File: src/rtl/ram_port_arbiter.sv
// ram_port_arbiter
//   Shares one asynchronous-style data RAM port between two requesters:
//   port 0 is the I-cache line refill, port 1 the D-cache refill/write-through.
//   Round-robin arbitration, programmable wait states, line-burst reads with
//   per-word return, single word/byte writes. All outputs are registered.
//
//   Optional feature: define RAM_ARB_RANGE_CHECK_EN to reject requests whose
//   address span falls outside [START_ADDRESS, START_ADDRESS+MEM_BYTES-1].
//   Without it, err stays 0 and every request reaches the RAM.
//
// Ports
//   clk, reset            clock (rising edge), asynchronous active-high reset
//   req/we/bw [1:0]       per-port request, 1=write / 0=burst read, 1=word / 0=byte
//   addr/wdata [63:0]     per-port byte address / write data, port p at [32p+31:32p]
//   gnt/rvalid/done/err   per-port one-cycle pulses
//   rdata, rword          returned read word and its index within the line
//   busy                  1 whenever the arbiter is not idle
//   ram_*                 RAM address, data, active-low strobes, width select,
//                         and ram_drive to enable the external data-bus driver
module ram_port_arbiter #(
    parameter int unsigned LINE_WORDS    = 4,
    parameter int unsigned WAIT_CYCLES   = 1,
    parameter logic [31:0] START_ADDRESS = 32'h10010000,
    parameter int unsigned MEM_BYTES     = 128
) (
    input  logic                          clk,
    input  logic                          reset,
    input  logic [1:0]                    req,
    input  logic [1:0]                    we,
    input  logic [1:0]                    bw,
    input  logic [63:0]                   addr,
    input  logic [63:0]                   wdata,
    output logic [1:0]                    gnt,
    output logic [1:0]                    rvalid,
    output logic [31:0]                   rdata,
    output logic [$clog2(LINE_WORDS)-1:0] rword,
    output logic [1:0]                    done,
    output logic [1:0]                    err,
    output logic                          busy,
    output logic [31:0]                   ram_addr,
    output logic [31:0]                   ram_wdata,
    input  logic [31:0]                   ram_rdata,
    output logic                          ram_ce_n,
    output logic                          ram_oe_n,
    output logic                          ram_we_n,
    output logic                          ram_bw,
    output logic                          ram_drive
);

    localparam int unsigned WIDX = $clog2(LINE_WORDS);
    localparam logic [WIDX-1:0] WORD_LAST = WIDX'(LINE_WORDS - 1);
    localparam logic [3:0]  WAIT_LAST  = 4'(WAIT_CYCLES);
    localparam logic [31:0] LINE_MASK  = ~(32'(LINE_WORDS * 4) - 32'd1);
    localparam logic [32:0] RANGE_LO   = {1'b0, START_ADDRESS};
    localparam logic [32:0] RANGE_HI   = RANGE_LO + 33'(MEM_BYTES) - 33'd1;
`ifdef RAM_ARB_RANGE_CHECK_EN
    localparam bit RANGE_CHECK = 1'b1;
`else
    localparam bit RANGE_CHECK = 1'b0;
`endif

    typedef enum logic [1:0] {
        ST_IDLE,
        ST_ACCESS,
        ST_DONE
    } state_t;

    state_t            state, state_d;
    logic              rr, rr_d;
    logic              owner, owner_d;
    logic              wr_q, wr_d;
    logic              rej_q, rej_d;
    logic [3:0]        wait_cnt, wait_d;
    logic [WIDX-1:0]   word_cnt, word_d;

    logic [1:0]        gnt_d, rvalid_d, done_d, err_d;
    logic [31:0]       rdata_d;
    logic [WIDX-1:0]   rword_d;
    logic              busy_d;
    logic [31:0]       ram_addr_d, ram_wdata_d;
    logic              ram_ce_n_d, ram_oe_n_d, ram_we_n_d, ram_bw_d, ram_drive_d;

    // Winner selection and request decode for the IDLE cycle
    logic              win;
    logic              sel_we, sel_bw;
    logic [31:0]       sel_addr, sel_wdata, line_base;
    logic [32:0]       span_lo, span_hi;
    logic              reject;

    assign win       = (req == 2'b11) ? rr : req[1];
    assign sel_we    = win ? we[1] : we[0];
    assign sel_bw    = win ? bw[1] : bw[0];
    assign sel_addr  = win ? addr[63:32] : addr[31:0];
    assign sel_wdata = win ? wdata[63:32] : wdata[31:0];
    assign line_base = sel_addr & LINE_MASK;

    // Reads are checked over the whole aligned line, word writes over 4 bytes
    assign span_lo = {1'b0, (sel_we ? sel_addr : line_base)};
    assign span_hi = span_lo + (sel_we ? (sel_bw ? 33'd3 : 33'd0)
                                       : 33'(LINE_WORDS * 4 - 1));
    assign reject  = RANGE_CHECK && ((span_lo < RANGE_LO) || (span_hi > RANGE_HI));

    always_comb begin
        state_d     = state;
        rr_d        = rr;
        owner_d     = owner;
        wr_d        = wr_q;
        rej_d       = rej_q;
        wait_d      = wait_cnt;
        word_d      = word_cnt;
        gnt_d       = '0;
        rvalid_d    = '0;
        done_d      = '0;
        err_d       = '0;
        rdata_d     = rdata;
        rword_d     = rword;
        busy_d      = busy;
        ram_addr_d  = ram_addr;
        ram_wdata_d = ram_wdata;
        ram_ce_n_d  = ram_ce_n;
        ram_oe_n_d  = ram_oe_n;
        ram_we_n_d  = ram_we_n;
        ram_bw_d    = ram_bw;
        ram_drive_d = ram_drive;

        case (state)
            ST_IDLE: begin
                if (req != 2'b00) begin
                    state_d  = ST_ACCESS;
                    owner_d  = win;
                    wr_d     = sel_we;
                    rej_d    = reject;
                    wait_d   = '0;
                    word_d   = '0;
                    busy_d   = 1'b1;
                    gnt_d    = win ? 2'b10 : 2'b01;
                    // A rejected request spends one strobe-free ACCESS cycle so
                    // that its done lands one cycle after gnt.
                    if (!reject) begin
                        ram_ce_n_d = 1'b0;
                        if (sel_we) begin
                            ram_we_n_d  = 1'b0;
                            ram_drive_d = 1'b1;
                            ram_bw_d    = sel_bw;
                            ram_addr_d  = sel_addr;
                            ram_wdata_d = sel_wdata;
                        end else begin
                            ram_oe_n_d = 1'b0;
                            ram_addr_d = line_base;
                        end
                    end
                end
            end

            ST_ACCESS: begin
                if (rej_q) begin
                    state_d = ST_DONE;
                    done_d  = owner ? 2'b10 : 2'b01;
                    err_d   = owner ? 2'b10 : 2'b01;
                end else if (wait_cnt == WAIT_LAST) begin
                    wait_d = '0;
                    if (wr_q) begin
                        state_d     = ST_DONE;
                        done_d      = owner ? 2'b10 : 2'b01;
                        ram_ce_n_d  = 1'b1;
                        ram_we_n_d  = 1'b1;
                        ram_drive_d = 1'b0;
                    end else begin
                        rdata_d    = ram_rdata;
                        rvalid_d   = owner ? 2'b10 : 2'b01;
                        rword_d    = word_cnt;
                        ram_addr_d = ram_addr + 32'd4;
                        word_d     = word_cnt + 1'b1;
                        // Last word: done is raised alongside its rvalid
                        if (word_cnt == WORD_LAST) begin
                            state_d    = ST_DONE;
                            done_d     = owner ? 2'b10 : 2'b01;
                            ram_ce_n_d = 1'b1;
                            ram_oe_n_d = 1'b1;
                        end
                    end
                end else begin
                    wait_d = wait_cnt + 4'd1;
                end
            end

            ST_DONE: begin
                state_d     = ST_IDLE;
                rr_d        = ~owner;
                rej_d       = 1'b0;
                busy_d      = 1'b0;
                rdata_d     = '0;
                rword_d     = '0;
                ram_addr_d  = '0;
                ram_wdata_d = '0;
                ram_bw_d    = 1'b0;
            end

            default: begin
                state_d = ST_IDLE;
            end
        endcase
    end

    always_ff @(posedge clk or posedge reset) begin
        if (reset) begin
            state    <= ST_IDLE;
            rr       <= 1'b0;
            owner    <= 1'b0;
            wr_q     <= 1'b0;
            rej_q    <= 1'b0;
            wait_cnt <= '0;
            word_cnt <= '0;
        end else begin
            state    <= state_d;
            rr       <= rr_d;
            owner    <= owner_d;
            wr_q     <= wr_d;
            rej_q    <= rej_d;
            wait_cnt <= wait_d;
            word_cnt <= word_d;
        end
    end

    always_ff @(posedge clk or posedge reset) begin
        if (reset) begin
            gnt       <= '0;
            rvalid    <= '0;
            done      <= '0;
            err       <= '0;
            rdata     <= '0;
            rword     <= '0;
            busy      <= 1'b0;
            ram_addr  <= '0;
            ram_wdata <= '0;
            ram_ce_n  <= 1'b1;
            ram_oe_n  <= 1'b1;
            ram_we_n  <= 1'b1;
            ram_bw    <= 1'b0;
            ram_drive <= 1'b0;
        end else begin
            gnt       <= gnt_d;
            rvalid    <= rvalid_d;
            done      <= done_d;
            err       <= err_d;
            rdata     <= rdata_d;
            rword     <= rword_d;
            busy      <= busy_d;
            ram_addr  <= ram_addr_d;
            ram_wdata <= ram_wdata_d;
            ram_ce_n  <= ram_ce_n_d;
            ram_oe_n  <= ram_oe_n_d;
            ram_we_n  <= ram_we_n_d;
            ram_bw    <= ram_bw_d;
            ram_drive <= ram_drive_d;
        end
    end

endmodule

File: config.mk
export PLATFORM = sky130hd
export DESIGN_NAME = ram_port_arbiter
export DESIGN_NICKNAME = d
export VERILOG_FILES = /design/src/rtl/ram_port_arbiter.sv
export SDC_FILE = /design/constraint.sdc
export NUM_CORES = 1
export LEC_CHECK = 0
export ABC_AREA = 1
export CAP_MARGIN = 5
export CORE_ASPECT_RATIO = 0.75
export CORE_UTILIZATION = 47
export CTS_BUF_LIST = sky130_fd_sc_hd__clkbuf_16
export DETAILED_ROUTE_END_ITERATION = 8
export PLACE_DENSITY = 0.87
export SLEW_MARGIN = 20
export SYNTH_ARGS = -nofsm -noshare
export SYNTH_HDL_FRONTEND = slang
export SYNTH_SLANG_ARGS = --single-unit
File: constraint.sdc
create_clock -name clk -period 7.2 [get_ports clk]
set_input_delay 0.72 -clock clk [delete_from_list [all_inputs] [get_ports clk]]
set_output_delay 0.72 -clock clk [all_outputs]
set_load 0.02 [all_outputs]
==> metrics.md, run 1 <==
| Metric | Value |
|---|---|
| Placer Congestion | `0.8812` |
| Critical Path RT | `7.46 ns` |
| Slew margin rel. | `0.3987` |
| Flop pwr share | `0.278` |
| Drt initial violations | `400` |
| Max Cap Viol | `0` |
| Fin area | `10180 sq um` |
| Number of I/O pins | `280` |
| IO Port Bufs | `277` |
| Footprint of the multi-input gates | `3241 sq um` |
| Top-area cell type share of the netlist area | `0.4324` |
| Switching portion of total power | `0.4387` |
| Min-delay worst type | `reg -> reg` |
| M2 GR Usage | `0.4671` |
| #FFs+latches synth | `121` |
| Placement Setup Slack | `3.397 ns` |
| Final critical-path setup slack | `3.578 ns` |
| Final ANT Viol Nets | `0` |
| Fin nets | `1382` |
| Antenna cell count | `0` |
| Pre-antenna DRT Iters | `5` |
| Die Y | `106.4 um` |
| Overall routing resource usage | `0.2903` |
| Worst-Skew Late Latency | `0.41 ns` |
| Setup bufs post-CTS | `0` |
| Least-Margin Pin Slew | `0.9009 ns` |
| GR Overflow Total | `0` |
| Initial Util | `0.4901` |
| Post-route core utilization | `0.7306` |
| Filler Cell Count | `1105` |
| Row count | `37` |
| HP Start | `rdata[13]` |
| Reg-to-Reg Start | `rr` |
| Crit path launch type | `primary input` |
| VDD IR max | `279.8 uV` |
| Part of the power in the clock network | `0.199` |
| Cell Area, Synth | `6829 sq um` |
| CP Capture Type | `register` |
| Mapped Cells | `956` |
| TNS Setup | `0 ns` |
| RR Endpoint | `ram_wdata[18]` |
| Hold depth | `2` |
| Post-CTS Resized | `0` |
| Sequential area share after synthesis | `0.4439` |
| Total power | `4.239 mW` |
| Hold_buf cts | `0` |
| Int Power | `2.379 mW` |
| CP max FO | `71` |
| Post-synthesis mux area share | `0` |
| Met3 usage | `0.07027` |
| Setup Crit Path Kind | `in -> reg` |
| Wire length per cell | `15.14 um` |
| Placed Cells | `1383` |
| Post-Route Skew | `0.01363 ns` |
| Fin crit share | `0.5030` |
| Outcome | `finished, final reports clean` |
| Hpwl dp | `14.77 mm` |
| Reg area | `3032 sq um` |
| Grt met1 use | `0.3812` |
| Combinational Power Share | `0.523` |
| Number of global-route vias before repair | `7009` |
| RSZ-0062 raised after global routing | `no` |
| Post-synthesis xor/xnor area fraction | `0.001283` |
| Total CTS buffers | `17` |
| Share of cells above drive strength 1 | `0.04672` |
| Largest net degree at the start of global routing | `72` |
| Post-Synth Simple-Gate Area | `0.3270` |
| Post-DR vias/cell | `5.155` |
| Post-synthesis adder-cell area fraction | `0.01283` |
| Post-synthesis cell type count | `34` |
| First-pass GRT wire length | `34.21 mm` |
| Max-slew violations | `0` |
| Cell taking the most area after synthesis | `dfrtp_1` |
| Core Area | `13930 sq um` |
| Post-synthesis compound-gate area fraction | `0.1312` |
| Vias | `7295` |
| Synth top area cells | `dfrtp_1 (43%), nand2_1 (12%), nor2_1 (10%)` |
| Setup violators final | `0` |
| Die W | `141.2 um` |
| R2R setup slack | `3.94 ns` |
| H-tree lvl count | `4` |
| Initial antenna violation count | `0` |
| Largest family of logic cells by synthesized area | `simple AND/OR/NAND/NOR gates` |
| DRC | `0` |
| Hold slack | `0.4927 ns` |
| Leak | `4.568 nW` |
| Sw Pwr | `1.860 mW` |
| Avg Inst Size Synth | `7.143 sq um` |
| Most Used Layer, Global Route | `met2` |
| Worst R2R Path Depth | `12` |
| PD cells | `416.4 nW/um^2` |
| Die area | `15020 sq um` |
| Total wire length | `21.42 mm` |
| Min Clock Period, post-route | `3.622 ns` |
| Clk buf depth | `2` |
| Final cell count without fillers | `1415` |
| Fmax | `276.1 MHz` |
| CTS tree | `done` |
| Area delta synth->final | `49.08%` |
| Placed inst area | `9594 sq um` |
| Clk slew on worst S/H paths | `0.06 ns` |
| Final hold violations | `0` |
| Worst Hold Endpoint | `rdata[13]` |
| CTS sink count | `121` |
| CP arrival | `3.88 ns` |
| Synthesis Warnings | `0` |
| Root Driver | `clkbuf_16` |
-- worst max path at each step --
stage	to	cells past startpoint	slack, ns	startpoint
2_1_floorplan	busy	1	3.27	reset
3_3_place_gp	ram_wdata[9]	10	3.54	req[1]
3_5_place_dp	ram_wdata[8]	11	3.40	req[0]
4_1_cts	ram_wdata[2]	12	3.83	req[0]
5_1_grt	ram_wdata[3]	12	3.29	req[0]
6_report	ram_wdata[18]	12	3.58	req[0]
-- power groups by stage --
stage / clock network (mW) / logic, mW / registers, mW
6_report: 0.845 / 2.22 / 1.18
5_1_grt: 0.885 / 2.45 / 1.21
4_1_cts: 0.857 / 2.22 / 1.17
3_5_place_dp: 0 / 2.21 / 1.17
3_3_place_gp: 0 / 2.15 / 1.17
2_1_floorplan: 0 / 1.17 / 1.41
-- synthesized netlist by cell type, drive strengths merged --
cell type  instances
a21boi             8
a21oi             44
a2bb2oi            5
and2               3
buf               41
clkbuf             9
clkinv             1
conb               1
dfrtp            118
dfstp              3
ha                 7
inv               71
nand2            226
nand3            109
nor2             196
nor3               1
nor3b              1
nor4               2
o21ai             97
o21bai             6
o22ai              6
xor2               1
-- cell families (layout without fill, tap and decap cells) --
logic type,count (synthesis),count (layout)
compound gates,166,166
xor+xnor,1,1
fa+ha+maj,7,7
buf+inv,122,385
flops,121,121
other cells,1,2
simple gates,538,538
-- cell type report --
| class | count | area share |
|---|---|---|
| Sequential cell | 121 | 0.2978 |
| Inverter | 72 | 0.02716 |
| Timing Repair Buffer | 281 | 0.2753 |
| Tap cell | 195 | 0.02396 |
| Multi-Input combinational cell | 714 | 0.3183 |
| Clock inverter | 15 | 0.01573 |
| Clock buffer | 17 | 0.04178 |
-- routing by layer --
| metal | vias to the layer above | part of all wire |
|---|---|---|
| li1 | 3576 | - |
| met1 | 3395 | 0.44 |
| met2 | 293 | 0.46 |
| met3 | 31 | 0.079 |
| met4 | 0 | 0.019 |
| met5 | - | 0 |
-- layout by cell type (no fill, tap or decap), types with 7 or more instances in the layout --
cell and instances:
dfrtp_1 118, a21oi_1 44, ha_1 7, inv_1 66, o21ai_0 92, nand2_1 222
nand3_1 108, nor2_2 7, a21boi_1 8, clkdlybuf4s50_1 277, clkbuf_16 17, nor2_1 186
-- sequential cells by signal, summed over array words and instances, names as in the netlist, 2 cells and up --
name / count
done: 2
gnt: 2
ram_addr: 32
ram_wdata: 32
rdata: 32
rvalid: 2
rword: 2
state: 2
wait_cnt: 4
word_cnt: 2
-- critical path, stage by stage --
cell and delay (ns):
clkdlybuf4s50_1 0.50, nand2_1 0.07, nand2_2 0.05, buf_4 0.51, clkinv_2 0.90, nand2_1 0.23, nand2_1 0.09, nand2_1 0.12
o21ai_4 0.07, buf_4 0.33, nor2_1 0.19, a21oi_1 0.06
(Power assumes the default switching activity.)
==> run 2, diff against run 1 <==
CORE_UTILIZATION = 44   (was 47)
PLACE_DENSITY = 0.82   (was 0.87)
clock period = 3.6 ns   (was 7.2 ns; I/O delays follow)
==> run 2 against run 1 <==
  * Sequential power increased by 98%
  * Clock skew is essentially flat
  * First-iteration DRC count up 4.3%
  * Critical path type is now reg -> reg
  * Global-route usage decreased by 1.0 points
  * Largest power group unchanged
  * Highest routed layer unchanged
  * Register-to-register slack got worse by 2.9 ns
  * Power up 100%
  * Cell count up 1.1%
  * Via count shrank 0.97%
  * Non-clock buffer count up 6
==> metrics.md, run 2 (same netlist as run 1, synthesis figures left out) <==
| Metric | Value |
|---|---|
| Final cell count without fillers | `1431` |
| Post-CTS Resized | `0` |
| Initial Util | `0.4500` |
| Placed Cells | `1399` |
| RR Endpoint | `ram_addr[5]` |
| Hold_buf cts | `0` |
| Setup bufs post-CTS | `0` |
| Vias | `7224` |
| Total wire length | `22.06 mm` |
| Setup Crit Path Kind | `reg -> reg` |
| Worst R2R Path Depth | `8` |
| Overall routing resource usage | `0.2801` |
| Placer Congestion | `0.9059` |
| First-pass GRT wire length | `35.46 mm` |
| CP max FO | `27` |
| CTS tree | `done` |
| Total power | `8.557 mW` |
| Wire length per cell | `15.42 um` |
| Leak | `4.592 nW` |
| Die Y | `109.9 um` |
| Combinational Power Share | `0.522` |
| VDD IR max | `652.1 uV` |
| Footprint of the multi-input gates | `3241 sq um` |
| Part of the power in the clock network | `0.204` |
| Fin crit share | `0.6980` |
| Clk buf depth | `2` |
| Max Cap Viol | `0` |
| Largest net degree at the start of global routing | `66` |
| Share of cells above drive strength 1 | `0.05302` |
| CTS sink count | `121` |
| Most frequent cells in the layout | `clkdlybuf4s50_1 (277), nand2_1 (222), nor2_1 (186)` |
| DRC | `0` |
| Hpwl dp | `15.57 mm` |
| H-tree lvl count | `4` |
| Min Clock Period, post-route | `2.513 ns` |
| Post-DR vias/cell | `5.048` |
| Filler Cell Count | `1270` |
| Total CTS buffers | `17` |
| Setup violators final | `0` |
| Reg-to-Reg Start | `state[1]` |
| Drt initial violations | `417` |
| Largest regs | `ram_addr (32), ram_wdata (32), rdata (32)` |
| CP Capture Type | `register` |
| Switching portion of total power | `0.4408` |
| Die W | `145.9 um` |
| Crit path launch type | `register` |
| Int Power | `4.785 mW` |
| Initial antenna violation count | `0` |
| Pre-antenna DRT Iters | `5` |
| Number of global-route vias before repair | `7030` |
| Number of I/O pins | `280` |
| Fin nets | `1388` |
| Critical Path RT | `3.89 ns` |
| Least-Margin Pin Slew | `0.9184 ns` |
| Core Area | `15180 sq um` |
| Final ANT Viol Nets | `0` |
| Die area | `16030 sq um` |
| PD cells | `834.6 nW/um^2` |
| Outcome | `finished, final reports clean` |
| Reg area | `3032 sq um` |
| Min-delay worst type | `in -> async` |
| Max-slew violations | `0` |
| TNS Setup | `0 ns` |
| Root Driver | `clkbuf_16` |
| R2R setup slack | `1.09 ns` |
| RSZ-0062 raised after global routing | `no` |
| GR Overflow Total | `0` |
| Final critical-path setup slack | `1.087 ns` |
| Slew margin rel. | `0.3854` |
| Antenna cell count | `0` |
| Most common cell after layout, fill and taps aside | `clkdlybuf4s50_1` |
| Worst-Skew Late Latency | `0.41 ns` |
| Final hold violations | `0` |
| Placement Setup Slack | `0.8717 ns` |
| Fmax | `398.0 MHz` |
| Flop pwr share | `0.274` |
| CP arrival | `2.80 ns` |
| Clk slew on worst S/H paths | `0.06 ns` |
| IO Port Bufs | `277` |
| Sw Pwr | `3.772 mW` |
| Post-Route Skew | `0.01408 ns` |
| Row count | `39` |
| Area delta synth->final | `50.13%` |
-- run 2: metal layers --
layer  up-vias  global-route usage  routed length [um]
met5         -                   0                   0
met4         0             0.07744                 325
met3        23             0.08963                1896
met2       274              0.4388               10120
met1      3339              0.3736                9715
li1       3588                   -                   -
-- run 2: worst max path at each step --
stage	slack, ns	end	depth (start not counted)	start
6_report	1.09	ram_addr[5]	8	state[1]
5_1_grt	0.88	ram_addr[14]	13	state[1]
4_1_cts	1.11	ram_addr[5]	8	state[1]
3_5_place_dp	0.87	ram_wdata[15]	10	req[0]
3_3_place_gp	0.95	ram_wdata[23]	10	req[0]
2_1_floorplan	0.03	busy	1	reset
-- run 2: power by group through the flow --
stage / logic, mW / clock network [mW] / registers (mW)
CTS: 4.47 / 1.78 / 2.34
floorplan: 2.34 / 0 / 2.83
global route: 4.93 / 1.84 / 2.41
finish: 4.47 / 1.75 / 2.34
global placement: 4.35 / 0 / 2.33
detailed placement: 4.45 / 0 / 2.33
-- run 2: through the flow --
stage | hold slack, ns | utilization | cell area [sq um]
6_report | 0.3815 | 0.6756 | 10250
5_1_grt | 0.4466 | 0.6756 | 10250
4_1_cts | 0.4068 | 0.6756 | 10250
3_5_place_dp | 0.4805 | 0.6360 | 9652
3_3_place_gp | 0.4730 | 0.6360 | 9652
2_1_floorplan | 0.4434 | - | 6833
-- run 2: layout make-up --
class	count	share of cell area
Clock buffer	17	0.04149
Tap cell	205	0.02502
Multi-Input combinational cell	714	0.3161
Sequential cell	121	0.2957
Inverter	72	0.02685
Timing Repair Buffer	287	0.2778
Clock inverter	15	0.01709
-- run 2: critical path: stages, from the launching register on --
cell	delay (ns)
dfrtp_1	0.34
inv_1	0.07
ha_1	0.32
nand2_1	0.30
clkinv_1	0.73
nand3_1	0.31
o21ai_0	0.15
nand2_1	0.09
o21ai_0	0.09
